File: src/rtl/ram_bist_pkg.sv
// Shared types and helpers for the RAM built-in self-test sequencer.
// The pattern function is also used by anything that needs to predict RAM contents.
package ram_bist_pkg;

    typedef enum logic [2:0] {
        IDLE,
        WRITE,
        READ,
        DRAIN,
        DONE
    } bist_state_e;

    localparam logic [7:0] DEFAULT_SEED = 8'hA5;

    // Pattern word for an address: seed XOR zero-extended address; callers truncate.
    function automatic logic [31:0] exp_data(input logic [31:0] seed, input logic [31:0] addr);
        return seed ^ addr;
    endfunction

endpackage

File: src/rtl/ram_bist_cmp.sv
// Read-data checker: delays {valid, addr} of each issued read by the RAM latency,
// compares returned data with the pattern, counts mismatches and keeps the first failing address.
module ram_bist_cmp
    import ram_bist_pkg::*;
#(
    parameter int                DATA_W = 8,
    parameter int                ADDR_W = 5,
    parameter int                RD_LAT = 1,
    parameter logic [DATA_W-1:0] SEED   = DATA_W'(DEFAULT_SEED)
) (
    input  logic              clk_i,
    input  logic              rst_ni,
    input  logic              clear_i,
    input  logic              done_clear_i,
    input  logic              rd_en_i,
    input  logic [ADDR_W-1:0] rd_addr_i,
    input  logic [DATA_W-1:0] rd_data_i,
    output logic [ADDR_W:0]   err_cnt_o,
    output logic [ADDR_W-1:0] err_addr_o
);

    logic [RD_LAT-1:0]             vld_q, vld_d;
    logic [RD_LAT-1:0][ADDR_W-1:0] pipe_q, pipe_d;
    logic [ADDR_W:0]               err_cnt_q, err_cnt_d;
    logic [ADDR_W-1:0]             err_addr_q, err_addr_d;
    logic [ADDR_W-1:0]             head_addr;
    logic                          head_vld;
    logic [31:0]                   exp_full;
    logic                          mismatch;

    always_comb begin
        head_addr = pipe_q[RD_LAT-1];
        head_vld  = vld_q[RD_LAT-1];
        exp_full  = exp_data(32'(SEED), 32'(head_addr));
        mismatch  = head_vld && (rd_data_i != exp_full[DATA_W-1:0]);
    end

    always_comb begin
        vld_d  = vld_q;
        pipe_d = pipe_q;
        for (int i = RD_LAT - 1; i > 0; i--) begin
            vld_d[i]  = vld_q[i-1];
            pipe_d[i] = pipe_q[i-1];
        end
        vld_d[0]  = rd_en_i;
        pipe_d[0] = rd_addr_i;
        if (clear_i || done_clear_i) begin
            vld_d = '0;
        end

        // The counter saturates; the first-error address is captured only while the count is still zero.
        err_cnt_d  = err_cnt_q;
        err_addr_d = err_addr_q;
        if (clear_i) begin
            err_cnt_d  = '0;
            err_addr_d = '0;
        end else if (mismatch) begin
            if (err_cnt_q != '1) begin
                err_cnt_d = err_cnt_q + (ADDR_W + 1)'(1);
            end
            if (err_cnt_q == '0) begin
                err_addr_d = head_addr;
            end
        end
    end

    always_ff @(posedge clk_i or negedge rst_ni) begin
        if (!rst_ni) begin
            vld_q      <= '0;
            pipe_q     <= '0;
            err_cnt_q  <= '0;
            err_addr_q <= '0;
        end else begin
            vld_q      <= vld_d;
            pipe_q     <= pipe_d;
            err_cnt_q  <= err_cnt_d;
            err_addr_q <= err_addr_d;
        end
    end

    assign err_cnt_o  = err_cnt_q;
    assign err_addr_o = err_addr_q;

endmodule

File: src/rtl/ram_bist_ctrl.sv
// BIST sequencer for a single-port RAM: writes the pattern to every word, reads it all
// back through the latency-matched checker and reports busy/done/pass and error details.
module ram_bist_ctrl
    import ram_bist_pkg::*;
#(
    parameter int                DATA_W = 8,
    parameter int                ADDR_W = 5,
    parameter int                DEPTH  = 32,
    parameter logic [DATA_W-1:0] SEED   = DATA_W'(DEFAULT_SEED),
    parameter int                RD_LAT = 1
) (
    input  logic              clk_i,
    input  logic              rst_ni,
    input  logic              start_i,
    output logic              ram_wr_en_o,
    output logic              ram_rd_en_o,
    output logic [ADDR_W-1:0] ram_addr_o,
    output logic [DATA_W-1:0] ram_wr_data_o,
    input  logic [DATA_W-1:0] ram_rd_data_i,
    output logic              busy_o,
    output logic              done_o,
    output logic              pass_o,
    output logic [ADDR_W:0]   err_cnt_o,
    output logic [ADDR_W-1:0] err_addr_o
);

    localparam logic [ADDR_W-1:0] LAST_ADDR  = ADDR_W'(DEPTH - 1);
    localparam logic [1:0]        DRAIN_LAST = 2'(RD_LAT - 1);

    bist_state_e       state_q, state_d;
    logic [ADDR_W-1:0] addr_q, addr_d;
    logic [DATA_W-1:0] wr_data_q, wr_data_d;
    logic              wr_en_q, wr_en_d;
    logic              rd_en_q, rd_en_d;
    logic              busy_q, busy_d;
    logic              done_q, done_d;
    logic              pass_q, pass_d;
    logic [1:0]        drain_q, drain_d;
    logic              cmp_clear;
    logic              cmp_done_clear;
    logic [ADDR_W:0]   err_cnt;

    function automatic logic [DATA_W-1:0] pattern(input logic [ADDR_W-1:0] a);
        logic [31:0] t;
        t = exp_data(32'(SEED), 32'(a));
        return t[DATA_W-1:0];
    endfunction

    // READ spends its first cycle with rd_en low, which gives the single idle cycle after WRITE.
    always_comb begin
        state_d        = state_q;
        addr_d         = addr_q;
        wr_en_d        = 1'b0;
        rd_en_d        = 1'b0;
        wr_data_d      = '0;
        busy_d         = busy_q;
        done_d         = 1'b0;
        pass_d         = pass_q;
        drain_d        = drain_q;
        cmp_clear      = 1'b0;
        cmp_done_clear = 1'b0;

        unique case (state_q)
            IDLE: begin
                if (start_i) begin
                    state_d   = WRITE;
                    addr_d    = '0;
                    wr_en_d   = 1'b1;
                    wr_data_d = pattern('0);
                    busy_d    = 1'b1;
                    pass_d    = 1'b0;
                    cmp_clear = 1'b1;
                end
            end
            WRITE: begin
                if (addr_q == LAST_ADDR) begin
                    state_d = READ;
                    addr_d  = '0;
                end else begin
                    addr_d    = addr_q + ADDR_W'(1);
                    wr_en_d   = 1'b1;
                    wr_data_d = pattern(addr_q + ADDR_W'(1));
                end
            end
            READ: begin
                if (!rd_en_q) begin
                    rd_en_d = 1'b1;
                    addr_d  = '0;
                end else if (addr_q == LAST_ADDR) begin
                    state_d = DRAIN;
                    addr_d  = '0;
                    drain_d = '0;
                end else begin
                    rd_en_d = 1'b1;
                    addr_d  = addr_q + ADDR_W'(1);
                end
            end
            DRAIN: begin
                if (drain_q == DRAIN_LAST) begin
                    state_d = DONE;
                end else begin
                    drain_d = drain_q + 2'd1;
                end
            end
            DONE: begin
                state_d        = IDLE;
                done_d         = 1'b1;
                busy_d         = 1'b0;
                pass_d         = (err_cnt == '0);
                cmp_done_clear = 1'b1;
            end
            default: begin
                state_d = IDLE;
            end
        endcase
    end

    always_ff @(posedge clk_i or negedge rst_ni) begin
        if (!rst_ni) begin
            state_q   <= IDLE;
            addr_q    <= '0;
            wr_data_q <= '0;
            wr_en_q   <= 1'b0;
            rd_en_q   <= 1'b0;
            busy_q    <= 1'b0;
            done_q    <= 1'b0;
            pass_q    <= 1'b0;
            drain_q   <= '0;
        end else begin
            state_q   <= state_d;
            addr_q    <= addr_d;
            wr_data_q <= wr_data_d;
            wr_en_q   <= wr_en_d;
            rd_en_q   <= rd_en_d;
            busy_q    <= busy_d;
            done_q    <= done_d;
            pass_q    <= pass_d;
            drain_q   <= drain_d;
        end
    end

    ram_bist_cmp #(
        .DATA_W (DATA_W),
        .ADDR_W (ADDR_W),
        .RD_LAT (RD_LAT),
        .SEED   (SEED)
    ) u_cmp (
        .clk_i        (clk_i),
        .rst_ni       (rst_ni),
        .clear_i      (cmp_clear),
        .done_clear_i (cmp_done_clear),
        .rd_en_i      (rd_en_q),
        .rd_addr_i    (addr_q),
        .rd_data_i    (ram_rd_data_i),
        .err_cnt_o    (err_cnt),
        .err_addr_o   (err_addr_o)
    );

    assign ram_wr_en_o   = wr_en_q;
    assign ram_rd_en_o   = rd_en_q;
    assign ram_addr_o    = addr_q;
    assign ram_wr_data_o = wr_data_q;
    assign busy_o        = busy_q;
    assign done_o        = done_q;
    assign pass_o        = pass_q;
    assign err_cnt_o     = err_cnt;

endmodule

File: config.mk
export PLATFORM = sky130hd
export DESIGN_NAME = ram_bist_ctrl
export DESIGN_NICKNAME = d
export VERILOG_FILES = /design/src/rtl/ram_bist_pkg.sv /design/src/rtl/ram_bist_cmp.sv /design/src/rtl/ram_bist_ctrl.sv
export SDC_FILE = /design/constraint.sdc
export NUM_CORES = 1
export LEC_CHECK = 0
export ABC_AREA = 1
export CORE_ASPECT_RATIO = 1.4
export CORE_UTILIZATION = 54
export CTS_CLUSTER_DIAMETER = 120
export DETAILED_ROUTE_END_ITERATION = 7
export PLACE_DENSITY_LB_ADDON = 0.08
export SETUP_SLACK_MARGIN = 0.5
export SLEW_MARGIN = 20
export SYNTH_ARGS = -nofsm -noshare
export SYNTH_HDL_FRONTEND = slang
export SYNTH_SLANG_ARGS = --single-unit
File: constraint.sdc
create_clock -name clk_i -period 3.7 [get_ports clk_i]
set_clock_uncertainty 0.1 [all_clocks]
set_input_delay 1.11 -clock clk_i [delete_from_list [all_inputs] [get_ports clk_i]]
set_output_delay 1.11 -clock clk_i [all_outputs]
set_load 0.02 [all_outputs]
==> results of run 1 <==
==> per-layer routing <==
metal,up-vias,GRT usage (%),wire length (um)
met5,-,0,0
met4,0,11.41,74
met3,7,4.883,114
met2,33,37.04,1802
met1,704,25.49,1505
li1,770,-,-
==> cell families (layout without fill, tap and decap cells) <==
kind of cell | Yosys count | count (layout)
flops | 37 | 37
buf+inv | 45 | 87
fa+ha+maj | 6 | 6
xor+xnor | 3 | 3
simple gates | 111 | 111
other cells | 1 | 1
compound gates | 21 | 21
==> state kept, by name, summed over array words and instances, names as in the netlist <==
register          flops
busy_o                1
done_o                1
drain_q               2
pass_o                1
ram_addr_o            5
ram_rd_en_o           1
ram_wr_data_o         6
state_q               3
u_cmp.err_addr_o      5
u_cmp.err_cnt_o       6
u_cmp.head_addr       5
u_cmp.head_vld        1
==> worst register-to-register path, delay by kind of cell (launching register included) <==
family | cells | cell delay (ns)
DFF | 1 | 0.48
buffers and inverters | 1 | 0.10
adders and majority gates | 2 | 0.43
AOI/OAI and AO/OA | 3 | 0.34
and+or+nand+nor | 4 | 0.44
==> path summary, 6_finish.rpt <==
kind | startpoint | end | slack (ns) | depth (start not counted)
min in group asynchronous | rst_ni | u_cmp.err_addr_o[2]$_DFFE_PN0P_ | 1.13 | 2
worst min-delay path | ram_addr_o[3]$_DFFE_PN0P_ | u_cmp.head_addr[3]$_DFF_PN0_ | 0.34 | 0
worst max-delay path | ram_addr_o[0]$_DFFE_PN0P_ | ram_addr_o[0] | 1.08 | 1
worst max register to register | ram_addr_o[0]$_DFFE_PN0P_ | state_q[1]$_DFFE_PN0P_ | 1.75 | 10
max in group asynchronous | rst_ni | u_cmp.head_addr[1]$_DFF_PN0_ | 2.04 | 2
worst min register to register | ram_addr_o[3]$_DFFE_PN0P_ | u_cmp.head_addr[3]$_DFF_PN0_ | 0.34 | 0
==> cell usage after synthesis (2+ instances only) <==
master,number
nand2_1,61
dfrtp_1,37
inv_1,34
nand3_1,22
nor2_1,14
o21ai_1,8
ha_1,6
inv_2,6
a21oi_1,4
buf_4,4
o21ai_2,3
nand2_2,2
nand3_2,2
nor3_1,2
nor3_4,2
o31ai_1,2
xor2_1,2
==> final cells by class <==
class / count / area share (%)
clock buffer: 5 / 2.851
timing repair buffer: 39 / 16.07
inverter: 40 / 6.221
tap: 40 / 2.074
clock inverter: 3 / 2.696
sequential: 37 / 38.36
multi-input combinational: 142 / 31.73
==> metrics by stage <==
step / std cells / worst slack, ns / utilization (%) / cell area, sq um / power, mW
2_1_floorplan: 224 / 1.691 / - / 1883 / 1.313
3_3_place_gp: 298 / 0.9850 / 68.11 / 2280 / 1.607
3_5_place_dp: 298 / 0.9695 / 68.11 / 2280 / 1.625
4_1_cts: 306 / 1.075 / 72.11 / 2414 / 2.040
5_1_grt: 306 / 1.031 / 72.11 / 2414 / 2.176
6_report: 306 / 1.075 / 72.11 / 2414 / 2.026
==> where the power goes <==
group          internal (mW)  leakage, nW  total [mW]  switching [mW]
Clock                  0.268       0.0681       0.412           0.144
Combinational          0.389        0.704       0.944           0.555
Sequential             0.539        0.489       0.671           0.131
Total                   1.20         1.26        2.03           0.830
==> impl_results.rst, run 1 <==
.. list-table::
   :header-rows: 1

   * - Metric
     - Value
   * - Starting utilization of the core area
     - 56.26%
   * - Final worst hold slack
     - ~0.34 ns
   * - Number of failing setup endpoints in the final timing report
     - 0
   * - Number of enable flip-flop cells after synthesis
     - 0
   * - First-pass GRT wire length
     - 5996 um
   * - Post-CTS Setup Bufs
     - 0
   * - Number of maximum-capacitance violations
     - 0
   * - Remaining DRCs
     - 0
   * - Count of nets after finishing
     - 282
   * - Clock latency at the later pin of the worst-skew pair
     - 0.29 ns
   * - Routability-driven placement congestion ratio
     - 0.8022
   * - Fraction of final layout cells with drive strength greater than 1
     - 11.65%
   * - Total count of max-transition violations in the final report
     - 0
   * - TritonCTS clock tree
     - done
   * - GR Overflow Total
     - 0
   * - Critical path buffer and inverter count
     - 1
   * - Delay-heaviest family, CP
     - buffers and inverters
   * - Vias after detailed routing
     - between 1,500 and 2,000
   * - Final clock period utilization by the worst path
     - a little under three quarters
   * - Via count of the first global-routing pass
     - around 1,400
   * - Cell at the slowest stage of the critical path
     - clkdlybuf4s50_1
   * - CTS clk-pin slew, worst paths
     - 0.07 ns
   * - Final Hold Violating Endpoints
     - 0
   * - Dominant combinational cell family by area after synthesis
     - simple AND/OR/NAND/NOR gates
   * - Top Ports
     - 40
   * - Kind of critical path
     - flip-flop to primary output
   * - FP Rows
     - 25
   * - Detailed-route wire length
     - ~3500 um
   * - Simple logic cell fraction of the synthesized area
     - 28.04%
   * - Cell at the root of the clock tree
     - clkbuf_8
   * - Sinks on the clock net
     - 37
   * - Number of storage elements in the synthesis netlist
     - 37
   * - Endpoint type of the worst setup path
     - primary output
   * - Classification of the worst-slack hold path
     - flip-flop to flip-flop
   * - Crit-path cells
     - clkdlybuf4s50_1
   * - Total area of multi-input combinational cells
     - 765.7 sq um
   * - Synth cell types
     - 30
   * - Die height
     - 71.87 um
   * - DR WL/cell
     - 11.43 um
   * - Pin count of the biggest net entering global routing
     - 38
   * - Most frequent cells in the layout
     - nand2_1, clkdlybuf4s50_1, dfrtp_1
   * - Area fraction in compound gates after synthesis
     - 7.043%
   * - Number of DRC markers after the initial detailed-route iteration
     - 40
   * - Inserted Clock Buffers
     - 5
   * - Buffers added on ports
     - 38
   * - Depth of the CTS H-tree
     - 2
   * - Largest area contributor in the synthesized netlist
     - dfrtp_1
   * - Count of nets left with antenna violations after detail routing
     - 0
   * - Average vias per placed instance
     - 4.948
   * - Syn nets
     - 241
   * - Total power per unit cell area
     - 839.2 nW/um^2
   * - Length of the first detailed-routing pass in iterations
     - 4
   * - Post-layout minimum cycle time
     - 2.625 ns
   * - Netlist area before placement
     - 1883 sq um
   * - Fillers
     - between 200 and 300
   * - Largest cells by area after synthesis
     - dfrtp_1, nand2_1, inv_1, nand3_1, ha_1
   * - Required time of the worst setup path
     - 2.49 ns
   * - Count of hold buffers inserted by post-cts repair
     - 0
   * - All-layer global routing usage
     - about 22%
   * - Die X
     - between 50 and 60 um
   * - Die footprint
     - 3731 sq um
   * - Fraction of registers with async set or reset after synthesis
     - 100.0%
   * - Area of all sequential standard cells
     - 925.9 sq um
   * - Post-synthesis mux area share
     - 0%
   * - Commonest non-fill, non-tap cell in the layout
     - nand2_1
   * - Ys Warns
     - 0
   * - Proportion of netlist area held by the largest area contributor
     - 49.17%
   * - Summed negative setup slack over all endpoints
     - 0 ns
   * - Post-synthesis xor/xnor area fraction
     - 1.395%
   * - Worst setup SP type
     - flip-flop
   * - Highest achievable clock rate
     - 381.0 MHz
   * - Endpoint arrival time on the critical path
     - 1.41 ns
   * - Clock Path Buffers
     - 2
   * - Setup repair after global routing missed its margin
     - no
   * - Most instantiated flip-flop cell in the synthesis netlist
     - dfrtp_1
   * - Final HPWL DP
     - 2529 um
   * - Fraction of the yosys area taken by sequential cells
     - between 40% and 50%
   * - Post-synthesis to final-layout area growth
     - 28.17%
   * - Number of antenna violations at the first check in global routing
     - 0
   * - Total leakage power
     - 1.261 nW
   * - Delay of the slowest cell on the worst path
     - approximately 0.65 ns
   * - Syn Inst Count
     - around 220
   * - Mean post-synth cell area
     - 8.407 sq um
   * - Adder and majority cell fraction of the synthesized area
     - between 3 and 4%
   * - Maximum vdd drop
     - 0.5094 mV
   * - Standard cell core area
     - 3347 sq um
   * - Outcome
     - completed
   * - Max FO, Critical Path
     - 7
   * - Final antenna diode count
     - 0
   * - Gates resized, CTS repair
     - 0
(Power assumes the default switching activity.)
==> run 2, diff against run 1 <==
CORE_UTILIZATION = 45   (was 54)
clock period = 2.3 ns   (was 3.7 ns; I/O delays follow)
==> impl_results.rst, run 2 (same netlist as run 1, synthesis figures left out) <==
.. list-table::
   :header-rows: 1

   * - Metric
     - Value
   * - Count of nets after finishing
     - slightly above 300
   * - Die height
     - 78.54 um
   * - Maximum vdd drop
     - 0.7697 mV
   * - Crit-path cells
     - clkdlybuf4s15_2
   * - Final antenna diode count
     - 0
   * - Length of the first detailed-routing pass in iterations
     - 6
   * - Met3 routing resource usage after global routing
     - approximately 3.6%
   * - Commonest non-fill, non-tap cell in the layout
     - nand2_1
   * - Number of maximum-capacitance violations
     - 0
   * - Highest achievable clock rate
     - 562.5 MHz
   * - Number of antenna violations at the first check in global routing
     - 0
   * - Cell at the slowest stage of the critical path
     - dfrtp_2
   * - CTS clk-pin slew, worst paths
     - 0.07 ns
   * - Routability-driven placement congestion ratio
     - 0.8197
   * - Inserted Clock Buffers
     - 5
   * - Kind of critical path
     - flip-flop to primary output
   * - GRT met1 Usage
     - between 20% and 30%
   * - Die X
     - 56.67 um
   * - FP Rows
     - 27
   * - Top Ports
     - 40
   * - Vias after detailed routing
     - 1,616
   * - Clock Path Buffers
     - 2
   * - Required time of the worst setup path
     - 1.51 ns
   * - Total count of max-transition violations in the final report
     - 0
   * - Cell count of the worst reg-to-reg path
     - 10
   * - Setup repair after global routing missed its margin
     - yes
   * - Endpoint arrival time on the critical path
     - ~1 ns
   * - Count of nets left with antenna violations after detail routing
     - 0
   * - Starting utilization of the core area
     - 47.24%
   * - Total leakage power
     - 1.481 nW
   * - Classification of the worst-slack hold path
     - flip-flop to flip-flop
   * - Count of hold buffers inserted by post-cts repair
     - 0
   * - Outcome
     - finished, violations left
   * - Number of DRC markers after the initial detailed-route iteration
     - 67
   * - First-pass GRT wire length
     - 6665 um
   * - Critical path depth
     - 1
   * - GRT busiest layer
     - met2
   * - Sinks on the clock net
     - 37
   * - Final HPWL DP
     - 2684 um
   * - Remaining DRCs
     - 6
   * - Final Hold Violating Endpoints
     - 0
   * - Endpoint type of the worst setup path
     - primary output
   * - TritonCTS clock tree
     - done
   * - Delay-heaviest family, CP
     - flip-flops
   * - Buffers added on ports
     - 38
   * - GR Overflow Total
     - 0
   * - Number of cells traversed by the worst hold path
     - 0
   * - Fraction of final layout cells with drive strength greater than 1
     - 28.92%
   * - Max FO, Critical Path
     - 5
   * - Average vias per placed instance
     - slightly below 5
   * - Final clock period utilization by the worst path
     - 77.29%
   * - DR WL/cell
     - ~12 um
   * - Violations in the final reports
     - DRC
   * - Die footprint
     - 4451 sq um
   * - Post-layout minimum cycle time
     - ~1.8 ns
   * - Delay of the slowest cell on the worst path
     - 0.44 ns
   * - PnR Total Power
     - 3.420 mW
   * - Standard cell core area
     - 3986 sq um
   * - Detailed-route wire length
     - 4021 um
   * - Summed negative setup slack over all endpoints
     - 0 ns
   * - Total power per unit cell area
     - 1270 nW/um^2
   * - Most frequent cells in the layout
     - nand2_1, dfrtp_1, inv_1
   * - All-layer global routing usage
     - 19.33%
   * - Met2 capacity usage during global routing
     - 33.45%
   * - Number of failing setup endpoints in the final timing report
     - 0
   * - Via count of the first global-routing pass
     - 1,525
   * - Cell at the root of the clock tree
     - clkbuf_8
   * - Critical path buffer and inverter count
     - 1
   * - Worst setup SP type
     - flip-flop
   * - Final worst hold slack
     - 0.3325 ns
   * - Depth of the CTS H-tree
     - 2
   * - Pin count of the biggest net entering global routing
     - 38
   * - Post-synthesis to final-layout area growth
     - 42.99%
   * - Clock latency at the later pin of the worst-skew pair
     - 0.29 ns
[run 2: cell count changes in the layout (fill, tap and decap cells not counted), moves of 4 or more]
cell             change
dfrtp_1              -4
clkdlybuf4s15_1     +11
dfrtp_2              +4
clkdlybuf4s50_1     -37
dlygate4sd2_1        +6
buf_4               +16
nand3_1              -5
dlymetal6s2s_1       +8
clkdlybuf4s15_2      +7
[run 2: per-stage QoR]
stage | instances | cell area, sq um | utilization, % | worst slack, ns
6_report | 330 | 2693 | 67.55 | 0.5224
5_1_grt | 330 | 2693 | 67.55 | 0.4503
4_1_cts | 319 | 2514 | 63.06 | 0.3968
3_5_place_dp | 304 | 2321 | 58.22 | 0.002312
3_3_place_gp | 304 | 2321 | 58.22 | 0.06345
2_1_floorplan | 224 | 1886 | - | 0.5298
[run 2: layer usage]
layer / share of wire (%) / wire (um) / up-vias
met3: 3.9 / 156 / 13
met2: 51 / 2055 / 43
met1: 42 / 1673 / 738
li1: - / - / 822
met5: 0 / 0 / -
met4: 3.4 / 136 / 0
[run 2: layout make-up]
type                    instances  area, sq um
clock inverters                 2        37.54
inverters                      40        152.6
repair buffers                 60        581.8
clock buffers                   6        82.58
multi-input cells             142        853.3
well taps                      43        53.80
fillers                       328         1294
flip-flops and latches         37        930.9
[run 2: path summary, 6_finish.rpt]
path                       slack, ns                       from                         endpoint
max reg2reg                     0.61  ram_addr_o[0]$_DFFE_PN0P_           state_q[1]$_DFFE_PN0P_
min                             0.33  ram_addr_o[3]$_DFFE_PN0P_     u_cmp.head_addr[3]$_DFF_PN0_
max in group asynchronous       1.03                     rst_ni        ram_addr_o[1]$_DFFE_PN0P_
min reg2reg                     0.33  ram_addr_o[3]$_DFFE_PN0P_     u_cmp.head_addr[3]$_DFF_PN0_
min in group asynchronous       0.71                     rst_ni  u_cmp.err_addr_o[2]$_DFFE_PN0P_
max                             0.52  ram_addr_o[4]$_DFFE_PN0P_                    ram_addr_o[4]
[run 2: repair_timing]
item	4_1_cts	5_1_grt
pin swaps	4	16
setup endpoints to repair	43	33
setup buffers	7	11
gates resized for setup	58	49
[run 2: power by group]
group	internal, mW	switching (mW)
clock network	0.352	0.233
registers	0.873	0.189
logic	0.739	1.04
==> run 3, diff against run 2 <==
CORE_UTILIZATION = 50   (was 45)
clock period = 1.75 ns   (was 2.3 ns; I/O delays follow)
==> impl_results.rst, run 3 (same netlist as run 1, synthesis figures left out) <==
.. list-table::
   :header-rows: 1

   * - Metric
     - Value
   * - Number of maximum-capacitance violations
     - 0
   * - Cell at the root of the clock tree
     - clkbuf_8
   * - Endpoint arrival time on the critical path
     - 1.88 ns
   * - Number of failing setup endpoints in the final timing report
     - 2
   * - Kind of critical path
     - flip-flop to flip-flop
   * - Final Hold Violating Endpoints
     - 0
   * - Pin count of the biggest net entering global routing
     - 38
   * - Depth of the CTS H-tree
     - 2
   * - Final antenna diode count
     - 0
   * - Final clock period utilization by the worst path
     - 101.6%
   * - Crit path setup slack, layout
     - -0.02875 ns
   * - Final worst hold slack
     - around 0.45 ns
   * - Clock latency at the later pin of the worst-skew pair
     - 0.29 ns
   * - Cell count of the worst reg-to-reg path
     - 9
   * - Length of the first detailed-routing pass in iterations
     - 5
   * - Number of antenna violations at the first check in global routing
     - 0
   * - Final HPWL DP
     - 2878 um
   * - Setup repair after global routing missed its margin
     - yes
   * - Top Ports
     - 40
   * - Post-layout minimum cycle time
     - 1.779 ns
   * - Summed negative setup slack over all endpoints
     - -0.05067 ns
   * - Max FO, Critical Path
     - 3
   * - Inserted Clock Buffers
     - 5
   * - Detailed-route wire length
     - 7719 um
   * - Total power per unit cell area
     - 1835 nW/um^2
   * - Standard cell core area
     - 3611 sq um
   * - TritonCTS clock tree
     - done
   * - GR Overflow Total
     - 0
   * - Total non-filler cell area in the finished layout
     - 3437 sq um
   * - Routability-driven placement congestion ratio
     - 0.8713
   * - Total count of max-transition violations in the final report
     - 0
   * - Critical path depth
     - 9
   * - Clock Path Buffers
     - 2
   * - Maximum vdd drop
     - approximately 1.5 mV
   * - Number of cells traversed by the worst hold path
     - 2
   * - Count of hold buffers inserted by post-cts repair
     - 0
   * - FP Rows
     - 26
   * - Outcome
     - finished, violations left
   * - Crit-path cells
     - ha_4 -> nand2_4 -> nor2_4 -> ha_4 -> buf_4 -> buf_4 -> a21oi_1 -> o21ai_0 -> o21ai_1
   * - Vias after detailed routing
     - 2,096
   * - Sinks on the clock net
     - 37
   * - Cell at the slowest stage of the critical path
     - dfrtp_2
   * - Fraction of final layout cells with drive strength greater than 1
     - 57.49%
   * - Average vias per placed instance
     - about 5.6
   * - Violations in the final reports
     - setup timing
   * - Utilization after layout
     - 95.18%
   * - DR WL/cell
     - between 20 and 25 um
   * - Worst setup SP type
     - flip-flop
   * - Delay of the slowest cell on the worst path
     - ~0.45 ns
   * - Die height
     - 74.61 um
   * - Commonest non-fill, non-tap cell in the layout
     - nand2_1
   * - Buffers added on ports
     - 38
   * - Post-synthesis to final-layout area growth
     - 82.53%
   * - DP Area
     - 2481 sq um
   * - Die X
     - about 54 um
   * - Remaining DRCs
     - 0
   * - Critical path buffer and inverter count
     - 2
   * - CTS clk-pin slew, worst paths
     - 0.08 ns
   * - Number of DRC markers after the initial detailed-route iteration
     - 98
   * - Classification of the worst-slack hold path
     - flip-flop to flip-flop
   * - All-layer global routing usage
     - 30.15%
   * - Required time of the worst setup path
     - 1.85 ns
   * - Via count of the first global-routing pass
     - 1,878
   * - Count of nets left with antenna violations after detail routing
     - 0
   * - Starting utilization of the core area
     - 52.15%
   * - First-pass GRT wire length
     - 8452 um
   * - Total leakage power
     - 1.748 nW
   * - Delay-heaviest family, CP
     - flip-flops
   * - Highest achievable clock rate
     - 562.2 MHz
   * - Most frequent cells in the layout
     - nand2_1, buf_6, buf_4
   * - Die footprint
     - 4019 sq um
   * - Endpoint type of the worst setup path
     - flip-flop
   * - Count of nets after finishing
     - 350
-- run 3: path summary, 6_finish.rpt --
| check | startpoint | end | slack [ns] |
|---|---|---|---|
| worst max-delay path | ram_addr_o[0]$_DFFE_PN0P_ | ram_addr_o[3]$_DFFE_PN0P_ | -0.03 |
| worst min-delay path | u_cmp.err_addr_o[3]$_DFFE_PN0P_ | u_cmp.err_addr_o[3]$_DFFE_PN0P_ | 0.45 |
| worst max register to register | ram_addr_o[0]$_DFFE_PN0P_ | ram_addr_o[3]$_DFFE_PN0P_ | -0.03 |
| worst min register to register | u_cmp.err_addr_o[3]$_DFFE_PN0P_ | u_cmp.err_addr_o[3]$_DFFE_PN0P_ | 0.45 |
| max in group asynchronous | rst_ni | ram_wr_data_o[5]$_DFF_PN0_ | 0.82 |
| min in group asynchronous | rst_ni | u_cmp.err_addr_o[1]$_DFFE_PN0P_ | 0.52 |
-- run 3: layout make-up --
type / count / area, sq um
multi-input cells: 142 / 1141
repair buffers: 106 / 1045
flip-flops and latches: 37 / 934.6
inverters: 40 / 173.9
fillers: 101 / 173.9
clock buffers: 6 / 72.57
well taps: 42 / 52.55
clock inverters: 2 / 10.01
repair inverters: 1 / 7.507
-- run 3: power breakdown --
group	switching, mW	internal [mW]	total (mW)	leakage (nW)
registers	0.298	1.16	1.45	0.480
clock network	0.310	0.276	0.586	0.0450
logic	2.26	2.01	4.27	1.22
total	2.87	3.44	6.31	1.75
-- run 3: timing repair --
action | in CTS | in global routing
gates cloned | 1 | 0
setup buffers | 37 | 15
pin swaps | 31 | 31
hold endpoints to repair | 0 | 0
resized for setup | 222 | 53
setup endpoints to repair | 59 | 59
-- run 3: through the flow --
step / worst slack, ns / power (mW) / instances
after global placement: -0.2562 / 3.681 / 315
after global routing: -0.1335 / 6.558 / 376
after detailed placement: -0.2973 / 3.732 / 315
after floorplan: 0.07746 / 2.892 / 224
after CTS: 0.1344 / 5.288 / 361
final: -0.02875 / 6.308 / 376
-- run 3: layer usage --
| metal | part of all wire [%] | up-vias | track usage [%] |
|---|---|---|---|
| met4 | 7.1 | 0 | 11.40 |
| met3 | 5.5 | 50 | 6.061 |
| met1 | 34 | 1024 | 31.72 |
| met5 | 0 | - | 0 |
| met2 | 53 | 117 | 56.65 |
| li1 | - | 905 | - |
-- run 3: worst reg2reg max path, stage by stage, from the launching register on --
cell and delay (ns):
dfrtp_2 0.45, ha_4 0.18, nand2_4 0.07, nor2_4 0.05, ha_4 0.17, buf_4 0.13
buf_4 0.13, a21oi_1 0.11, o21ai_0 0.12, o21ai_1 0.18
==> RTL change: new RTL, settings of run 3 <==
`RD_LAT` is set to 1 in 2 places; all go to 2.
--- a/src/rtl/ram_bist_cmp.sv
+++ b/src/rtl/ram_bist_cmp.sv
@@ -5,7 +5,7 @@
 #(
     parameter int                DATA_W = 8,
     parameter int                ADDR_W = 5,
-    parameter int                RD_LAT = 1,
+    parameter int                RD_LAT = 2,
     parameter logic [DATA_W-1:0] SEED   = DATA_W'(DEFAULT_SEED)
 ) (
     input  logic              clk_i,
--- a/src/rtl/ram_bist_ctrl.sv
+++ b/src/rtl/ram_bist_ctrl.sv
@@ -7,7 +7,7 @@
     parameter int                ADDR_W = 5,
     parameter int                DEPTH  = 32,
     parameter logic [DATA_W-1:0] SEED   = DATA_W'(DEFAULT_SEED),
-    parameter int                RD_LAT = 1
+    parameter int                RD_LAT = 2
 ) (
     input  logic              clk_i,
     input  logic              rst_ni,
Formal check against the unedited RTL: same outputs for any inputs over 10 cycles, from zero or initial values and one cycle with rst_ni low; that may be too few to reach the edited logic, so the function may still have changed.
==> RTL change against run 3 <==
  * The run still ends with negative setup slack left
  * Sequential power is 15% higher
  * Wire length is 21% lower
  * Setup slack worse by 0.035 ns
  * Utilization is 5.6 points lower
  * Design area is 2.1% higher
  * Largest power group unchanged
  * Total power is 1.0% lower
  * Critical path type unchanged
  * Sequential cell count is 6 higher
  * Synthesized area is 7.9% higher
  * Critical endpoint is now ram_addr_o[0]$_DFFE_PN0P_
  * Via count is 6.9% lower
  * Critical path depth is 2 higher
==> RTL change: results (changes against run 3) <==
outcome=complete, but fails checks; failing checks=negative setup slack; detailed placement HPWL=2.95 mm (+2.5%); Post-synth top cells=nand2_1 (73), dfrtp_1 (43), inv_1 (36); CTS Sinks=43 (+16%); final worst setup slack=-0.0635 ns (-0.0348 ns); clock group total power=0.638 mW (+8.9%); multi-input gates=146 (+2.8%); R2R cell count=11 (+2); Pre-Repair DR Iteration Count=4 (-1); syn nets=254 (+5.4%); total number of vias=1951 (-6.9%); Pleak=1.85 nW (+5.7%); register area share after synthesis=53.0% (+3.8 points); Comb power frac=63.1% (-4.6 points); CP max stage delay=0.43 ns (-0.02 ns); Layout clock area frac=2.42% (+0.021 points); all-layer global routing usage=25.3% (-4.9 points); Hold WC Path Type=in2async; drt first-iter violations=84 (-14%); global routing usage on met1=28.0% (-3.7 points); met3 wire len=229 um (-46%); Placed Area=2620 sq um (+5.4%); # nets final=356 (+1.7%); metal2 WL=3.59 mm (-13%); vias in the first global route=1891 (+0.69%); Critical Path End=ram_addr_o[0]$_DFFE_PN0P_; M1 WL=2.19 mm (-17%); ranking of synthesized cells by area=dfrtp_1 (53%), nand2_1 (13%), inv_1 (6.7%); global-route wire length before repair=8.51 mm (+0.73%); layout cells sized above 1=53.2% (-4.2 points); Adder-Cell Fraction of Synth Area=3.69% (-0.29 points); synth unique cells=27 (-10%); Final Setup Violations=6 (+4); Crit-path slowest cell=dfrtp_1; sw frac=43.4% (-2.1 points); Wirelength per Cell=16.0 um (-22%); Post-Syn Area=2030 sq um (+7.9%); GR Layer Usage met2=46.4% (-10 points); nonclk buf count=103 (-2.8%); fill cell count=174 (+72%); xor-xnor portion of the synthesized cell area=2.16% (+0.76 points); RD Place Congestion=0.758 (-13%); IR drop worst, VDD=1.75 mV (+15%); Seq. cell area=1080 sq um (+16%); Compound-Gate Fraction of Synth Area=5.05% (-2.0 points)
## RTL change: changes by cell type after synthesis, moves of 3 or more
cell / change
nand3_1: -3
o21ai_1: -5
xor2_1: +3
nand2_1: +12
o21ai_0: +6
dfrtp_1: +6
buf_4: +4
inv_2: -4
## RTL change: cells by family after synthesis
family | count (synthesis)
fa+ha+maj | 6
xor+xnor | 5
simple gates | 116
buf+inv | 48
flops | 43
compound gates | 18
other cells | 1
## RTL change: through the flow
step                worst slack [ns]  setup TNS, ns  hold slack, ns  total power, mW  cells
floorplan                     0.0785              0           0.129             2.99    237
global placement              -0.276          -3.80           0.232             3.86    332
detailed placement            -0.293          -3.99           0.235             3.91    332
CTS                          -0.0249        -0.0249          0.0984             5.59    367
global route                  -0.137         -0.900           0.102             6.58    383
finish                       -0.0635         -0.199          0.0880             6.24    383
## RTL change: repair_timing
action                     CTS  global route
setup endpoints to repair   59            61
gates cloned                 2             0
gates resized for setup    240            43
setup buffers               25            16
hold endpoints to repair     0             0
pin swaps                   38            23
